===== src/rtl/id_ex_skid_stage.sv =====
// ID/EX boundary: two-entry skid buffer with WB write-through,
// load-use interlock, flush and a saturating bubble counter.
module id_ex_skid_stage #(
  parameter int XLEN     = 32,
  parameter int REG_ADDR = 5,
  parameter int CTRL_W   = 16,
  parameter int STAT_W   = 16
) (
  input  logic                clk,
  input  logic                rst_n,
  input  logic                clk_en,
  input  logic                i_flush,
  input  logic                i_valid,
  output logic                o_ready,
  input  logic [XLEN-1:0]     i_pc,
  input  logic [CTRL_W-1:0]   i_ctrl,
  input  logic                i_mem_rd,
  input  logic [REG_ADDR-1:0] i_rd,
  input  logic [REG_ADDR-1:0] i_rs1_addr,
  input  logic [REG_ADDR-1:0] i_rs2_addr,
  input  logic                i_rs1_used,
  input  logic                i_rs2_used,
  input  logic [XLEN-1:0]     i_rs1_data,
  input  logic [XLEN-1:0]     i_rs2_data,
  input  logic [XLEN-1:0]     i_imm,
  input  logic                i_wb_wr,
  input  logic [REG_ADDR-1:0] i_wb_rd,
  input  logic [XLEN-1:0]     i_wb_data,
  input  logic                i_ready,
  output logic                o_valid,
  output logic [XLEN-1:0]     o_pc,
  output logic [CTRL_W-1:0]   o_ctrl,
  output logic                o_mem_rd,
  output logic [REG_ADDR-1:0] o_rd,
  output logic [XLEN-1:0]     o_rs1_data,
  output logic [XLEN-1:0]     o_rs2_data,
  output logic [XLEN-1:0]     o_imm,
  output logic [STAT_W-1:0]   o_bubble_cnt
);

  typedef struct packed {
    logic [XLEN-1:0]     pc;
    logic [CTRL_W-1:0]   ctrl;
    logic                mem_rd;
    logic [REG_ADDR-1:0] rd;
    logic [REG_ADDR-1:0] rs1_addr;
    logic [REG_ADDR-1:0] rs2_addr;
    logic [XLEN-1:0]     rs1_data;
    logic [XLEN-1:0]     rs2_data;
    logic [XLEN-1:0]     imm;
  } entry_t;

  entry_t              main_q, main_d;
  entry_t              skid_q, skid_d;
  logic                main_v_q, main_v_d;
  logic                skid_v_q, skid_v_d;
  logic [STAT_W-1:0]   cnt_q, cnt_d;

  entry_t              in_e, in_b;
  entry_t              main_h, skid_h;
  logic                wb_ok;
  logic                hit1, hit2;
  logic                haz, up, dn;

  // Register x0 is never a bypass source.
  function automatic entry_t byp(
    input entry_t              e,
    input logic                ok,
    input logic [REG_ADDR-1:0] wrd,
    input logic [XLEN-1:0]     wd
  );
    entry_t r;
    r = e;
    if (ok && e.rs1_addr == wrd)
      r.rs1_data = wd;
    if (ok && e.rs2_addr == wrd)
      r.rs2_data = wd;
    return r;
  endfunction

  assign wb_ok = i_wb_wr & (i_wb_rd != '0);

  always_comb begin
    in_e          = '0;
    in_e.pc       = i_pc;
    in_e.ctrl     = i_ctrl;
    in_e.mem_rd   = i_mem_rd;
    in_e.rd       = i_rd;
    in_e.rs1_addr = i_rs1_addr;
    in_e.rs2_addr = i_rs2_addr;
    in_e.rs1_data = i_rs1_data;
    in_e.rs2_data = i_rs2_data;
    in_e.imm      = i_imm;
  end

  assign in_b   = byp(in_e, wb_ok, i_wb_rd, i_wb_data);
  assign main_h = byp(main_q, wb_ok, i_wb_rd, i_wb_data);
  assign skid_h = byp(skid_q, wb_ok, i_wb_rd, i_wb_data);

  assign hit1 = i_rs1_used & (i_rs1_addr == main_q.rd);
  assign hit2 = i_rs2_used & (i_rs2_addr == main_q.rd);
  assign haz  = i_valid & main_v_q & main_q.mem_rd
              & (main_q.rd != '0) & (hit1 | hit2);

  assign o_ready = clk_en & rst_n & ~i_flush
                 & ~skid_v_q & ~haz;
  assign up = i_valid & o_ready;
  assign dn = main_v_q & i_ready & clk_en;

  always_comb begin
    main_d   = main_q;
    skid_d   = skid_q;
    main_v_d = main_v_q;
    skid_v_d = skid_v_q;
    cnt_d    = cnt_q;
    if (clk_en) begin
      main_d = main_h;
      skid_d = skid_h;
      if (haz && !skid_v_q && !i_flush
          && cnt_q != {STAT_W{1'b1}})
        cnt_d = cnt_q + 1'b1;
      if (i_flush) begin
        main_v_d = 1'b0;
        skid_v_d = 1'b0;
      end else if (!main_v_q || dn) begin
        // Skid is older than anything upstream.
        if (skid_v_q) begin
          main_d   = skid_h;
          main_v_d = 1'b1;
          skid_v_d = 1'b0;
        end else begin
          main_v_d = up;
          if (up)
            main_d = in_b;
        end
      end else if (up) begin
        skid_d   = in_b;
        skid_v_d = 1'b1;
      end
    end
  end

  always_ff @(posedge clk) begin
    if (!rst_n) begin
      main_q   <= '0;
      skid_q   <= '0;
      main_v_q <= 1'b0;
      skid_v_q <= 1'b0;
      cnt_q    <= '0;
    end else begin
      main_q   <= main_d;
      skid_q   <= skid_d;
      main_v_q <= main_v_d;
      skid_v_q <= skid_v_d;
      cnt_q    <= cnt_d;
    end
  end

  assign o_valid      = main_v_q;
  assign o_pc         = main_q.pc;
  assign o_ctrl       = main_q.ctrl;
  assign o_mem_rd     = main_q.mem_rd;
  assign o_rd         = main_q.rd;
  assign o_rs1_data   = main_q.rs1_data;
  assign o_rs2_data   = main_q.rs2_data;
  assign o_imm        = main_q.imm;
  assign o_bubble_cnt = cnt_q;

endmodule


===== config.mk =====
export PLATFORM = sky130hd
export DESIGN_NAME = id_ex_skid_stage
export DESIGN_NICKNAME = d
export VERILOG_FILES = /design/src/rtl/id_ex_skid_stage.sv
export SDC_FILE = /design/constraint.sdc
export NUM_CORES = 1
export LEC_CHECK = 0
export BUFFER_PORTS_ARGS = -buffer_cell sky130_fd_sc_hd__buf_2
export CAP_MARGIN = 20
export CORE_AREA = 2 2 266 268
export CTS_BUF_LIST = sky130_fd_sc_hd__clkbuf_4 sky130_fd_sc_hd__clkbuf_8
export DETAILED_ROUTE_END_ITERATION = 10
export DIE_AREA = 0 0 268 270
export GPL_TIMING_DRIVEN = 0
export SYNTH_ARGS = -nofsm -noshare
export SYNTH_HDL_FRONTEND = slang
export SYNTH_SLANG_ARGS = --single-unit

===== constraint.sdc =====
create_clock -name clk -period 4.9 [get_ports clk]
set_clock_uncertainty 0.1 [all_clocks]
set_input_delay 0.735 -clock clk [delete_from_list [all_inputs] [get_ports clk]]
set_output_delay 0.735 -clock clk [all_outputs]
set_load 0.02 [all_outputs]

==> results.toml, run 1 <==
[clock_network]
cts.path.max_buffers = 3
htreeDepth = 3
hold_buffers = 0
clock-root-buffer = "clkbuf_8"
cts_made_buffers = 69
cts_tree = "done"
cts_setup_buffers = 0
cts.reportedPaths.clkPinSlew_ns = 0.06
cts_resized = 0
numClockSinks = 338
clock_latency_ns = 0.67

[yosys]
synth.area.top_cells = "dfxtp_1 36%, a21oi_1 7.3%, nand2_1 6.8%, o31ai_1 6.7%, mux2_2 4.4%"
synth_cell_type_count = 59
synth-compound-area-share_pct = 30.6
yosys.area_share.adder_pct = 0.0674
synth-async-reset-ratio_pct = 0
syn_nets = 2386
synth_seq_cells = 338
synthCells = 2179
synth-edff-count = 0
synth_top_area_share_pct = 36.4
synthFlopType = "dfxtp_1"
yosysWarnings = 0
yosys-top-cells-count = "338 x dfxtp_1, 338 x nand2_1, 272 x a21oi_1, 165 x o31ai_1, 160 x clkbuf_1"
avgSynthCellArea_um2 = 8.52
yosys.area.top_type = "dfxtp_1"
ys_seq_area_share_pct = 36.4
synth_mux_area_share_pct = 8.78
synthSimpleGateAreaFrac_pct = 13.3
netlist_area_um2 = 18600
synth-xor-area-share_pct = 1.98
synth_top_family_by_area = "compound AO/OA/AOI/OAI gates"

[timing]
finalHoldViolations = 0
min_period_ns = 3.67
setup_viol_count_final = 0
layout_setup_ws_ns = 1.23
clock.fmax_mhz = 272
tns_ns = 0
fin_crit_sh_pct = 74.9
max-slew-margin-rel_pct = 31.2
fin_hold_ws_ns = 0.208
rsz0062_at_grt = "false"
tightest_slew_ns = 1.03
slew_viol_final = 0

[placed_design]
dp_hpwl_um = 56600
gp_congestion = 0.884
pre_cts_ws_ns = 1.04
place_area_um2 = 21600
placed_cells = 3487
port_buffers = 368

[grt]
top_usage_layer = "met2"
grt_pass1_vias = 18000
met2_usage_pct = 34.1
grt_overflow = 0
grt_max_degree = 11
antenna_found_initial = 36
met3_usage_pct = 5.90
track_usage_pct = 20.0
grt_pass1_wl_um = 112000
use_met1_pct = 24.4

[power]
switchingPower_mw = 1.83
p_per_area_nw_per_um2 = 288
pwr-share-comb_pct = 10.2
pwr-share-seq_pct = 42.7
ir_worst_vdd_uv = 189
internal-power_mw = 4.78
total_power_mw = 6.62
pwr-share-clk_pct = 47.1
p_leak_nw = 9.27
p_sw_share_pct = 27.7

[floorplan]
ioPinCount = 374
die_area_um2 = 72400
dieHeight_um = 270
coreArea_um2 = 69500
fp.dieW_um = 268
start_util_pct = 26.7
num_rows = 97

[drt]
wirelength_um = 75400
ant_nets = 0
vias = 18700
drt_iter0_drc = 1646
via_per_inst = 5.17
firstDrtPassIters = 5
wl_per_cell_um = 20.9
drc_errors = 0

[status]
status = "finished, final reports clean"

[layout]
nNetsFinal = 2826
area_delta_synth_final_pct = 24.0
fillers = 7352
design_area_um2 = 23000
drive_above_1_share_pct = 30.5
instances_no_fill = 3607
fin_util_pct = 33.1

[critical_path]
worstSetupEndpointType = "register"
startpoint_type = "register"
reg2reg_setup_slack_ns = 1.23
critPathKind = "register to register"
path_max_fanout = 10
worstPathArrival_ns = 4.14
required_ns = 5.37

[run]
max_cap_viol_count = 0

[hold_path]
hold_class = "input port to register"
[flip-flops by register name (all words and copies together) (netlist names), 5 cells and up]
register and count:
o_rs2_data 32, o_rd 5, main_h 10, o_rs1_data 32, o_imm 32, o_pc 32, skid_h 96, o_bubble_cnt 16
o_ctrl 16, skid_q 64
[area by class of cell]
type	instances	area (µm²)	share of cell area, %
sequential	338	6770	29.4
buffer	309	1610	6.98
timing repair buffer	369	1850	8.04
tap	940	1180	5.11
clock buffer	98	1240	5.40
multi-input combinational	1525	10200	44.2
inverter	7	26.3	0.114
antenna	5	12.5	0.0544
clock inverter	16	163	0.707
[critical path, cell delays in order, from the launching register on]
cell and delay, ns:
dfxtp_1 0.33, clkbuf_1 0.52, nor3b_1 0.22, and2_1 0.27, and2_1 0.15, clkbuf_1 0.19, o21ai_1 0.49, clkbuf_1 0.58
clkbuf_1 0.46, nand2_1 0.10, a21oi_1 0.15
[worst paths after layout]
path	start	endpoint	cells after the start
hold reg to reg	skid_h[154]	skid_h[154]	2
hold / removal	i_rd[4]	skid_h[110]	3
setup / recovery	skid_v_q	skid_h[139]	10
setup reg to reg	skid_v_q	skid_h[139]	10
[routing by layer]
metal / vias to the layer above / routed length [µm]
met5: - / 261
met4: 42 / 1780
met3: 173 / 6660
met2: 719 / 35900
met1: 8805 / 30700
li1: 8915 / -
[cell usage in the layout (no fill, tap or decap), drive strengths merged, types with 37 or more instances in the layout]
| master | Yosys | layout |
|---|---|---|
| xnor2 | 37 | 37 |
| mux2 | 126 | 126 |
| nand2 | 338 | 338 |
| clkbuf | 160 | 258 |
| o32ai | 64 | 64 |
| o31ai | 165 | 165 |
| and3 | 124 | 124 |
| a2111oi | 62 | 62 |
| a21oi | 274 | 274 |
| a22oi | 96 | 96 |
| o21ai | 138 | 138 |
| dfxtp | 338 | 338 |
| buf | 149 | 518 |
[power groups by stage]
stage               Sequential (mW)  Clock, mW  Combinational [mW]
floorplan                      2.90          0               0.337
global placement               2.89          0               0.666
detailed placement             2.89          0               0.669
CTS                            2.83       3.20               0.671
global route                   2.83       3.30               0.721
finish                         2.83       3.12               0.673
[cells by family (layout without fill, tap and decap cells)]
| group | Yosys count | count (layout) |
|---|---|---|
| AO/OA/AOI/OAI | 824 | 824 |
| AND/OR/NAND/NOR | 529 | 529 |
| flip-flops | 338 | 338 |
| buffers and inverters | 316 | 799 |
| multiplexers | 129 | 129 |
| XOR/XNOR | 42 | 42 |
| adder cells (fa/ha/maj) | 1 | 1 |
| other | 0 | 5 |
Power figures use the tool's default switching activity.
==> inputs of run 2 (changes only) <==
clock period = 3.48 ns   (was 4.9 ns; I/O delays follow)
==> run 2 against run 1 <==
Against the previous run:
- first-iteration DRC count decreased by 11%
- sequential power grew 41%
- die area did not move
- largest power group unchanged
- setup slack got worse by 1.1 ns
- clock-buffer cell count is the same
- routed wire length increased by 0.98%
- sequential cell count unchanged
- worst hold slack worse by 0.16 ns
- global-route usage grew 0.22 points
- critical endpoint is now o_rs2_data[31]
- register-to-register slack got worse by 1.1 ns
==> results.toml, run 2 (synthesis results as in run 1) <==
[floorplan]
fp.dieW_um = 268
coreArea_um2 = 69500
num_rows = 97
ioPinCount = 374
dieHeight_um = 270
start_util_pct = 26.7
die_area_um2 = 72400

[grt]
grt_pass1_vias = 18400
grt_pass1_wl_um = 114000
grt_max_degree = 11
track_usage_pct = 20.2
grt_overflow = 0
antenna_found_initial = 22

[layout]
nNetsFinal = 2904
seqCellArea_um2 = 6770
drive_above_1_share_pct = 29.9
multi_input_area_um2 = 10200
fin_util_pct = 34.3
fillers = 7288
layout_commonest_cell = "buf_2"
area_delta_synth_final_pct = 28.4
most-common-layout-cells = "418 x buf_2, 338 x nand2_1, 338 x dfxtp_1"
largest_reg_flops = 96

[hold_path]
min_from = "i_pc[29]"
hold_class = "input port to register"
worstHoldPathCells = 3
hold-path-endpoint = "skid_h[157]"

[timing]
slew_viol_final = 0
min_period_ns = 3.31
finalHoldViolations = 0
rsz0062_at_grt = "false"
max-slew-margin-rel_pct = 30.4
clock.fmax_mhz = 302
tightest_slew_ns = 1.04
fin_crit_sh_pct = 95.0
setup_viol_count_final = 0

[status]
status = "finished, final reports clean"

[drt]
ant_nets = 0
wirelength_um = 76100
via_per_inst = 5.14
wl_per_cell_um = 20.7
drt_iter0_drc = 1470
firstDrtPassIters = 8
drc_errors = 0
vias = 18900

[placed_design]
gp_congestion = 0.884
port_buffers = 368
dp_hpwl_um = 56600

[critical_path]
worst-path-buf-inv = 1
reg2reg_setup_slack_ns = 0.17
cp_cell_sequence = "or4_1, o2111ai_2, a32o_1, a21oi_2, clkbuf_1, a2111oi_0, o21ai_1"
required_ns = 3.90
r2r_cells = 7
worstSetupEndpointType = "register"
path_max_fanout = 10
r2r_end = "o_rs2_data[31]"
worstPathArrival_ns = 3.73
cp_slowest_cell = "or4_1"
reg2reg_from = "o_rd[4]"
critPathKind = "register to register"
startpoint_type = "register"
critPathTopFamily = "compound AO/OA/AOI/OAI gates"
cpPeakStageDelay_ns = 0.59

[clock_network]
numClockSinks = 338
cts.path.max_buffers = 3
cts_tree = "done"
cts.reportedPaths.clkPinSlew_ns = 0.06
clock-root-buffer = "clkbuf_8"
htreeDepth = 3
clock_latency_ns = 0.68
cts_made_buffers = 69

[run]
max_cap_viol_count = 0

[power]
total_power_mw = 9.39
ir_worst_vdd_uv = 268
p_per_area_nw_per_um2 = 394
p_leak_nw = 9.62
==> run 2: cell count changes in the layout (fill, tap and decap cells not counted), sizes merged <==
| cell | delta |
|---|---|
| clkbuf | +1 |
| diode | -2 |
| dlygate4sd3 | +77 |
==> run 2: how the worst max path moves through the flow <==
| stage | startpoint | end | slack [ns] | cells after the start |
|---|---|---|---|---|
| 4_1_cts | skid_v_q | skid_h[29] | 0.007 | 10 |
| 3_3_place_gp | i_wb_rd[3] | o_rs1_data[26] | -0.33 | 8 |
| 5_1_grt | skid_v_q | skid_h[103] | 0.003 | 11 |
| 2_1_floorplan | i_wb_rd[0] | o_rs1_data[0] | 0.80 | 8 |
| 6_report | o_rd[4] | o_rs2_data[31] | 0.17 | 7 |
| 3_5_place_dp | skid_v_q | skid_h[145] | -0.21 | 10 |
==> run 2: layout make-up <==
type	count	share of cell area, %
multi-input combinational	1525	42.8
sequential	338	28.4
timing repair buffer	447	11.1
buffer	309	6.77
clock buffer	98	5.21
tap	940	4.93
clock inverter	16	0.682
inverter	7	0.110
antenna	3	0.0315
==> run 2: metal layers <==
layer	share of wire, %	vias to the layer above	track usage, %
met5	0.25	-	0
met4	2.5	30	5.57
met3	8.2	167	5.54
met2	48	705	34.7
met1	41	8971	24.7
li1	-	9069	-
==> run 2: worst register-to-register path: cells and delay by family, from the launching register on <==
kind | cells | cell delay, ns
AO/OA/AOI/OAI | 5 | 1.67
AND/OR/NAND/NOR | 1 | 0.59
buffers and inverters | 1 | 0.42
flip-flops | 1 | 0.38
==> run 2: stage by stage <==
step | hold slack, ns | TNS, ns | std cells | setup WS (ns) | cell area [µm²]
floorplan | 0.337 | 0 | 2179 | 0.802 | 18600
global placement | 0.342 | -26.09 | 3487 | -0.330 | 21600
detailed placement | 0.347 | -15.49 | 3487 | -0.214 | 21600
CTS | 0.00394 | 0 | 3678 | 0.00720 | 23800
global route | 0.0239 | 0 | 3680 | 0.00324 | 23800
finish | 0.0491 | 0 | 3683 | 0.173 | 23800
==> run 2: what timing repair did <==
item | CTS | global route
gates cloned | 0 | 0
hold buffers | 77 | 0
endpoints found under the hold margin | 77 | 0
setup endpoints to repair | 135 | 99
buffers inserted | 0 | 1
resized for setup | 4 | 10
==> run 2: power breakdown <==
group | switching (mW) | internal (mW)
combinational | 0.614 | 0.408
clock | 1.94 | 2.45
sequential | 0.0457 | 3.94
==> inputs of run 3 (changes only) <==
clock period = 2.9 ns   (was 3.48 ns; I/O delays follow)
==> run 3 against run 2 <==
Against the previous run:
- via count is 1.9% higher
- design area rose by 3.8%
- worst hold slack got worse by 0.018 ns
- die area stayed put
- sequential cell count did not move
- combinational power increased by 28%
- first-iteration DRC count increased by 9.2%
- critical path depth up 3
- register-to-register slack worse by 0.08 ns
- clock-buffer cell count unchanged
- critical path type is now input port to register
- largest power group unchanged
==> results.toml, run 3 (synthesis results as in run 1) <==
[drt]
firstDrtPassIters = 5
drt_iter0_drc = 1605
drc_errors = 0
wirelength_um = 76800
vias = 19300
via_per_inst = 5.14
ant_nets = 0
wl_per_cell_um = 20.4

[critical_path]
required_ns = 3.33
path_max_fanout = 10
worst-path-buf-inv = 4
cpMostUsedCell = "buf_2"
worstPathArrival_ns = 3.31
cp_slowest_cell = "dlygate4sd3_1"
reg2reg_from = "o_rd[4]"
critPathKind = "input port to register"
r2r_cells = 10
r2r_end = "skid_h[151]"
critPathTopFamily = "buffers and inverters"
cpPeakStageDelay_ns = 0.57
reg2reg_setup_slack_ns = 0.09
worstSetupEndpointType = "register"
startpoint_type = "input port"
cp_cell_sequence = "dlygate4sd3_1, buf_2, xnor2_1, nand3_1, or3_1, buf_2, clkbuf_1, and3_1, a2111oi_2, o21ai_1"

[run]
max_cap_viol_count = 0

[grt]
grt_pass1_vias = 18900
grt_overflow = 0
track_usage_pct = 20.5
grt_pass1_wl_um = 115000
antenna_found_initial = 16
grt_max_degree = 11

[floorplan]
ioPinCount = 374
num_rows = 97
dieHeight_um = 270
die_area_um2 = 72400
start_util_pct = 26.7
coreArea_um2 = 69500
fp.dieW_um = 268

[timing]
slew_viol_final = 0
max-slew-margin-rel_pct = 27.6
tightest_slew_ns = 1.09
min_period_ns = 2.88
fin_crit_sh_pct = 99.3
finalHoldViolations = 0
setup_viol_count_final = 0
tns_ns = 0
clock.fmax_mhz = 347

[power]
p_per_area_nw_per_um2 = 459
p_sw_share_pct = 27.7
p_leak_nw = 10.0
pwr-share-seq_pct = 42.1
internal-power_mw = 8.21
switchingPower_mw = 3.15
ir_worst_vdd_uv = 325
pwr-share-comb_pct = 11.5
pwr-share-clk_pct = 46.4

[placed_design]
gp_congestion = 0.884
dp_hpwl_um = 56600
port_buffers = 368

[layout]
most-common-layout-cells = "405 x buf_2, 338 x nand2_1, 337 x dfxtp_1"
area_delta_synth_final_pct = 33.2
layout_commonest_cell = "buf_2"
fin_util_pct = 35.6
drive_above_1_share_pct = 31.1
nNetsFinal = 2973
largest_reg_flops = 96

[hold_path]
worstHoldPathCells = 3
min_from = "i_rs1_data[5]"
hold-path-endpoint = "skid_q[69]"
hold_class = "input port to register"

[clock_network]
clock_latency_ns = 0.68
cts.reportedPaths.clkPinSlew_ns = 0.06
cts_made_buffers = 69
cts_tree = "done"
htreeDepth = 3
clock-root-buffer = "clkbuf_8"
cts.path.max_buffers = 3
numClockSinks = 338

[status]
status = "finished, final reports clean"
run 3: changes by cell type in the layout (fill, tap and decap cells not counted), sizes merged:
cell,previous run,this run
dlygate4sd3,77,130
buf,518,529
diode,3,8
clkbuf,259,264
run 3: cell type report:
| type | count | area, µm² |
|---|---|---|
| diodes | 8 | 20.0 |
| plain buffers | 305 | 1680 |
| clock buffers | 98 | 1240 |
| clock inverters | 16 | 163 |
| fillers | 7227 | 44800 |
| inverters | 7 | 26.3 |
| multi-input cells | 1525 | 10300 |
| flip-flops and latches | 338 | 6770 |
| well taps | 940 | 1180 |
| repair buffers | 520 | 3350 |
run 3: stage by stage:
step	total power, mW	hold WS [ns]	instances	worst slack, ns	cell area (µm²)
after floorplan	5.47	0.337	2179	0.309	18600
after global placement	6.00	0.342	3487	-0.823	21600
after detailed placement	6.01	0.347	3487	-0.794	21600
after CTS	11.5	0.000779	3751	0.00184	24600
after global routing	11.8	0.0184	3754	-0.000979	24700
final	11.4	0.0313	3757	0.0189	24700
run 3: timing repair:
| item | CTS | global route |
|---|---|---|
| endpoints found under the hold margin | 203 | 0 |
| setup endpoints to repair | 323 | 279 |
| pin swaps | 9 | 2 |
| resized for setup | 44 | 49 |
| hold buffers | 130 | 0 |
| setup buffers | 21 | 1 |
| cloned | 0 | 0 |
run 3: tightest hold or removal path, cell delays in order:
cell     delay [ns]
buf_2          0.11
o32ai_1        0.10
o31ai_1        0.09
run 3: power groups by stage:
stage	combinational, mW	sequential, mW	clock, mW
floorplan	0.570	4.90	0
global placement	1.13	4.88	0
detailed placement	1.13	4.88	0
CTS	1.30	4.78	5.40
global route	1.40	4.79	5.58
finish	1.31	4.78	5.27
run 3: how the worst max path moves through the flow:
stage,slack (ns),to,cells after the start,from
after global placement,-0.82,o_rs1_data[26],8,i_wb_rd[3]
final,0.02,o_rs1_data[31],10,i_rs1_addr[3]
after global routing,-0.001,o_ctrl[0],9,o_rd[4]
after CTS,0.002,skid_h[29],10,skid_v_q
after floorplan,0.31,o_rs1_data[0],8,i_wb_rd[0]
after detailed placement,-0.79,skid_h[145],10,skid_v_q
run 3: metal layers:
layer  track usage (%)  share of wire, %  vias to the layer above
li1                  -                 -                     9228
met1              25.0                41                     9174
met2              35.3                48                      742
met3              5.07               8.1                      151
met4              5.95               2.6                       12
met5                 0              0.10                        -
